[config.mk]
export PLATFORM = sky130hd
export DESIGN_NAME = mem_port_arbiter
export DESIGN_NICKNAME = d
export VERILOG_FILES = /design/src/rtl/mem_port_arb_pkg.sv /design/src/rtl/arb_age_counter.sv /design/src/rtl/mem_port_arbiter.sv
export SDC_FILE = /design/constraint.sdc
export NUM_CORES = 1
export LEC_CHECK = 0
export ABC_AREA = 1
export CORE_UTILIZATION = 45
export DETAILED_ROUTE_END_ITERATION = 8
export DONT_BUFFER_PORTS = 1
export PLACE_DENSITY = 0.72
export SYNTH_ARGS = -nofsm -noshare
export SYNTH_HDL_FRONTEND = slang
export SYNTH_SLANG_ARGS = --single-unit
[constraint.sdc]
create_clock -name clk -period 1.75 [get_ports clk]
set_clock_uncertainty 0.15 [all_clocks]
set_input_delay 0.35 -clock clk [delete_from_list [all_inputs] [get_ports clk]]
set_output_delay 0.35 -clock clk [all_outputs]
set_load 0.01 [all_outputs]
[src/rtl/mem_port_arb_pkg.sv]
// Shared types and default widths for the main-memory port arbiter.
// Latency: n/a (types only). Backpressure: n/a.
// Used by mem_port_arbiter and arb_age_counter.
package mem_port_arb_pkg;

    localparam int ADDR_W_DEF = 12;
    localparam int DATA_W_DEF = 16;

    typedef enum logic [1:0] {
        IDLE    = 2'd0,
        CPU_RD  = 2'd1,
        HOST_RD = 2'd2
    } arb_state_t;

endpackage

[src/rtl/arb_age_counter.sv]
// Saturating count of cycles a host request has been waiting; age_hit forces one host win.
// Latency: age_hit reflects the registered count, updated every clock.
// Backpressure: none; clear has priority over increment.
import mem_port_arb_pkg::*;

module arb_age_counter #(
    parameter int MAX_WAIT = 4
) (
    input  logic clk,
    input  logic rst,
    input  logic inc,
    input  logic clr,
    output logic age_hit
);

    logic [3:0] age;

    always_ff @(posedge clk or negedge rst) begin
        if (!rst) begin
            age <= '0;
        end else if (clr) begin
            age <= '0;
        end else if (inc && (age != 4'(MAX_WAIT))) begin
            age <= age + 4'd1;
        end
    end

    assign age_hit = (age == 4'(MAX_WAIT));

endmodule

[src/rtl/mem_port_arbiter.sv]
// Shares one sync-RAM port between CPU and host; MEM_PORT_ARB_HALT_EN adds host_halt.
// Latency: CPU write 1 cycle, CPU read 2 cycles, host read data 1 cycle after host_gnt.
// Backpressure: cpu_ss=0 stalls the CPU; host_req is held until host_gnt.
import mem_port_arb_pkg::*;

module mem_port_arbiter #(
    parameter int ADDR_W        = ADDR_W_DEF,
    parameter int DATA_W        = DATA_W_DEF,
    parameter int HOST_MAX_WAIT = 4
) (
    input  logic              clk,
    input  logic              rst,
    input  logic              cpu_rd,
    input  logic              cpu_wr,
    input  logic [ADDR_W-1:0] cpu_addr,
    input  logic [DATA_W-1:0] cpu_wdata,
    output logic [DATA_W-1:0] cpu_rdata,
    output logic              cpu_ss,
    input  logic              host_req,
    input  logic              host_we,
    input  logic [ADDR_W-1:0] host_addr,
    input  logic [DATA_W-1:0] host_wdata,
    output logic              host_gnt,
    output logic              host_rvalid,
    output logic [DATA_W-1:0] host_rdata,
`ifdef MEM_PORT_ARB_HALT_EN
    input  logic              host_halt,
`endif
    output logic              mem_en,
    output logic              mem_we,
    output logic [ADDR_W-1:0] mem_addr,
    output logic [DATA_W-1:0] mem_wdata,
    input  logic [DATA_W-1:0] mem_rdata
);

    arb_state_t        state, state_nxt;
    logic              halt;
    logic              age_hit;
    logic              cpu_req;
    logic              host_win;
    logic [DATA_W-1:0] cpu_rdata_q;
    logic [DATA_W-1:0] host_rdata_q;

`ifdef MEM_PORT_ARB_HALT_EN
    assign halt = host_halt;
`else
    assign halt = 1'b0;
`endif

    assign cpu_req  = cpu_rd | cpu_wr;
    assign host_win = host_req & (halt | age_hit | ~cpu_req);

    arb_age_counter #(
        .MAX_WAIT (HOST_MAX_WAIT)
    ) u_age (
        .clk     (clk),
        .rst     (rst),
        .inc     (host_req),
        .clr     (host_gnt | ~host_req),
        .age_hit (age_hit)
    );

    always_ff @(posedge clk or negedge rst) begin
        if (!rst) begin
            state        <= IDLE;
            cpu_rdata_q  <= '0;
            host_rdata_q <= '0;
        end else begin
            state <= state_nxt;
            if (state == CPU_RD)  cpu_rdata_q  <= mem_rdata;
            if (state == HOST_RD) host_rdata_q <= mem_rdata;
        end
    end

    // Outputs are forced quiet while rst is low because IDLE alone would raise cpu_ss.
    always_comb begin
        state_nxt   = state;
        cpu_ss      = 1'b0;
        host_gnt    = 1'b0;
        host_rvalid = 1'b0;
        mem_en      = 1'b0;
        mem_we      = 1'b0;
        mem_addr    = cpu_addr;
        mem_wdata   = cpu_wdata;
        if (rst) begin
            case (state)
                IDLE: begin
                    if (host_win) begin
                        host_gnt  = 1'b1;
                        mem_en    = 1'b1;
                        mem_we    = host_we;
                        mem_addr  = host_addr;
                        mem_wdata = host_wdata;
                        if (!host_we) state_nxt = HOST_RD;
                    end else if (!halt) begin
                        if (cpu_wr) begin
                            mem_en = 1'b1;
                            mem_we = 1'b1;
                            cpu_ss = 1'b1;
                        end else if (cpu_rd) begin
                            mem_en    = 1'b1;
                            state_nxt = CPU_RD;
                        end else begin
                            cpu_ss = 1'b1;
                        end
                    end
                end
                CPU_RD: begin
                    cpu_ss    = ~halt;
                    state_nxt = IDLE;
                end
                HOST_RD: begin
                    host_rvalid = 1'b1;
                    state_nxt   = IDLE;
                end
                default: state_nxt = IDLE;
            endcase
        end
    end

    assign cpu_rdata  = (state == CPU_RD)  ? mem_rdata : cpu_rdata_q;
    assign host_rdata = (state == HOST_RD) ? mem_rdata : host_rdata_q;

endmodule
==> reports/results.ini <==
[cells_and_area]
final_area_mm2 = 0.00337
post_route_cells_drive_above_1_share = 0.534
nets = 401
areaGrowthSynthToFinish_pct = 71.6
final_core_util = 0.826
n_antenna_cell = 0

[setup_path]
path_class = flop to output pin
worstReg2RegEnd = state[1]
cp_top_family = simple AND/OR/NAND/NOR gates
r2r_start = u_age.age[1]
worstPathArrival_ps = 1680
cpPeakStageDelay_ps = 420
crit_buf_inv = 3
rrSetupSlack_ps = 110
path_cells = buf_4 > nor2_4 > nand4_4 > inv_4 > buf_6 > nand2_1 > nand2_2
ff2ff_path_depth = 10
slowest_stage = dfrtp_1
cp_max_fo = 10
worstPathRequired_ps = 1250
end_kind = output pin
startpoint_type = flop

[yosys]
synth_area_mm2 = 0.00197
ys_warn_count = 0
yosys.area.top_type = dfrtp_1
avgSynthCellArea_um2 = 7.37
ys_seq_elements = 38
synth.distinct_cells = 24
synth_nets = 347
synth_area_leaders = dfrtp_1, nand2_1, o21ai_0
syn_inst = 267
synth_top_area_share = 0.483
yosysSeqAreaShare = 0.483

[power]
p_int_mw = 3.40
swShare = 0.435
power.leakage_nw = 1.65
pwr_density_cell_mw_per_mm2 = 1780
pwr-share-clk = 0.109
ir_worst_vdd_uv = 1380
comb_power_share = 0.621
switchingPower_mw = 2.62
totalPowerFinal_mw = 6.02
sequentialPowerShare = 0.270

[worst_hold_path]
min_from = rst
min_to = state[0]
hold_path_depth = 2
min_path_type = primary input to flop

[die]
pin_count = 143
core_mm2 = 0.00409
num_rows = 23
die_width_um = 68.1
dieArea_mm2 = 0.00464
die_h_um = 68.1
start_util = 0.481

[cts]
clock_sinks = 38
cts_inserted_buffers = 5
cts_tree = yes
worstSkewPairLatency_ps = 300
clockBufferDepth = 2
clkTransAtPathRegs_ps = 80
h-tree-depth = 2
cts_root_buf = clkbuf_8

[drt]
drc = 0
drtIter0Drc = 220
routed-via-count = 2238
drt-total-wl_um = 8640
viasPerCell = 6.02
wl_per_cell_um = 23.2
antenna_left = 0
drtPass1Iterations = 5

[global_routing]
grt_max_degree = 39
groute.usage.overall = 0.292
grt_pass1_vias = 1951
antenna_found_initial = 0
gr-total-overflow = 0
grt_pass1_wl_um = 9610

[placed_design]
dpl_cell_area_mm2 = 0.00233
routabilityCongestion = 0.779
io_buffers = 0
dp_hpwl_um = 3500

[timing]
final.setup.worst_slack_ps = -430
slew_headroom = 0.805
max_freq_mhz = 459
rsz0062_at_grt = yes
min_period_ps = 2180
worstMarginPinSlew_ps = 289
post-route-period-util = 1.25
setup_viol = 65
drv_slew = 0
hold_viol_final = 0

[run_status]
violations = setup timing
status = finished, violations left

[flow_run]
maxCapViolCount = 0

[power by group through the flow]
stage                     combinational (mW)  sequential (mW)  clock, mW
final                                   3.73             1.63      0.656
after floorplan                         1.05             1.39          0
after global routing                    3.89             1.65      0.687
after CTS                               2.84             1.49      0.634
after global placement                  1.82             1.40          0
after detailed placement                1.86             1.42          0
[worst max path at each step]
| stage | startpoint | endpoint | slack (ps) | cells past startpoint |
|---|---|---|---|---|
| CTS | u_age.age[1] | mem_addr[11] | -340 | 9 |
| global route | u_age.age[0] | mem_addr[6] | -480 | 9 |
| finish | state[1] | mem_addr[7] | -430 | 7 |
| detailed placement | u_age.age[0] | mem_addr[2] | -60 | 8 |
| floorplan | u_age.age[0] | mem_addr[10] | -80 | 10 |
| global placement | u_age.age[0] | mem_addr[2] | -20 | 8 |
[layout by cell type (no fill, tap or decap)]
| cell type | instances |
|---|---|
| o21ai_4 | 24 |
| nand3_4 | 1 |
| ha_4 | 1 |
| buf_16 | 3 |
| dfrtp_1 | 37 |
| nor2_2 | 1 |
| a21oi_1 | 4 |
| o21ai_1 | 2 |
| nor2_1 | 1 |
| clkbuf_8 | 6 |
| buf_6 | 23 |
| or2_4 | 1 |
| nand2_2 | 39 |
| o21ai_0 | 1 |
| nor2_4 | 2 |
| clkbuf_16 | 1 |
| nand2_1 | 70 |
| dlygate4sd3_1 | 1 |
| xnor2_1 | 1 |
| buf_8 | 1 |
| xor2_1 | 1 |
| buf_12 | 8 |
| dfrtp_2 | 1 |
| nand4_1 | 3 |
| buf_4 | 23 |
| nand3_1 | 3 |
| inv_4 | 1 |
| nand4_4 | 1 |
| inv_2 | 3 |
| nand2_8 | 1 |
| nand2_4 | 21 |
| o21ai_2 | 6 |
| a21oi_2 | 2 |
| clkinv_2 | 1 |
| nor3_1 | 1 |
| inv_1 | 24 |
| ha_1 | 1 |
| clkinvlp_4 | 1 |
[area by class of cell]
type                    count  area, um^2
inverters                  28         108
repair buffers             60         724
flip-flops and latches     38         952
well taps                  50        62.6
clock inverters             2        12.5
multi-input cells         188        1430
clock buffers               6        82.6
fillers                   197         712
[metrics by stage]
step	hold WS (ps)	worst slack (ps)	std cells	TNS [ps]
after floorplan	-95.6	-82.2	267	-1480
final	73.8	-430	372	-21020
after global routing	70.0	-480	372	-23920
after detailed placement	-95.0	-60.6	345	-1270
after CTS	72.9	-343	365	-17380
after global placement	-94.9	-17.4	345	-97.1
[cell usage after synthesis]
cell / number
nand2_1: 130
dfrtp_1: 38
o21ai_0: 32
inv_1: 27
a21oi_1: 6
clkbuf_1: 5
buf_2: 3
buf_6: 3
nand3_1: 3
nand4_1: 3
nor2_1: 3
ha_1: 2
buf_4: 1
clkbuf_2: 1
inv_2: 1
nand2_4: 1
nand3_2: 1
nand4_4: 1
nor2_2: 1
nor3_1: 1
o21ai_1: 1
or2_1: 1
xnor2_1: 1
xor2_1: 1
[kinds of logic (layout without fill, tap and decap cells)]
family / Yosys count / after routing / synth area share
XOR/XNOR: 2 / 2 / 0.00891
flip-flops: 38 / 38 / 0.483
AO/OA/AOI/OAI: 39 / 39 / 0.0992
AND/OR/NAND/NOR: 145 / 145 / 0.302
adder cells (fa/ha/maj): 2 / 2 / 0.0127
buffers and inverters: 41 / 96 / 0.0941
[state kept, by name (all words and copies together), names as in the netlist]
name and flops:
state 2, cpu_rdata_q 16, host_rdata_q 16, u_age.age 4
[what timing repair did]
item                                    4_1_cts  5_1_grt
gates cloned                                  6        1
hold endpoints to repair                     38        0
hold buffers                                  2        0
pin swaps                                     2        6
gates resized for setup                     135       70
endpoints found under the setup margin       65       65
setup buffers                                 4        8
[layer usage]
metal	vias up	global-route usage	share of wire
li1	930	-	-
met1	1100	0.342	0.35
met2	160	0.502	0.51
met3	48	0.0700	0.075
met4	0	0.130	0.062
met5	-	0	0
(Power assumes the default switching activity.)
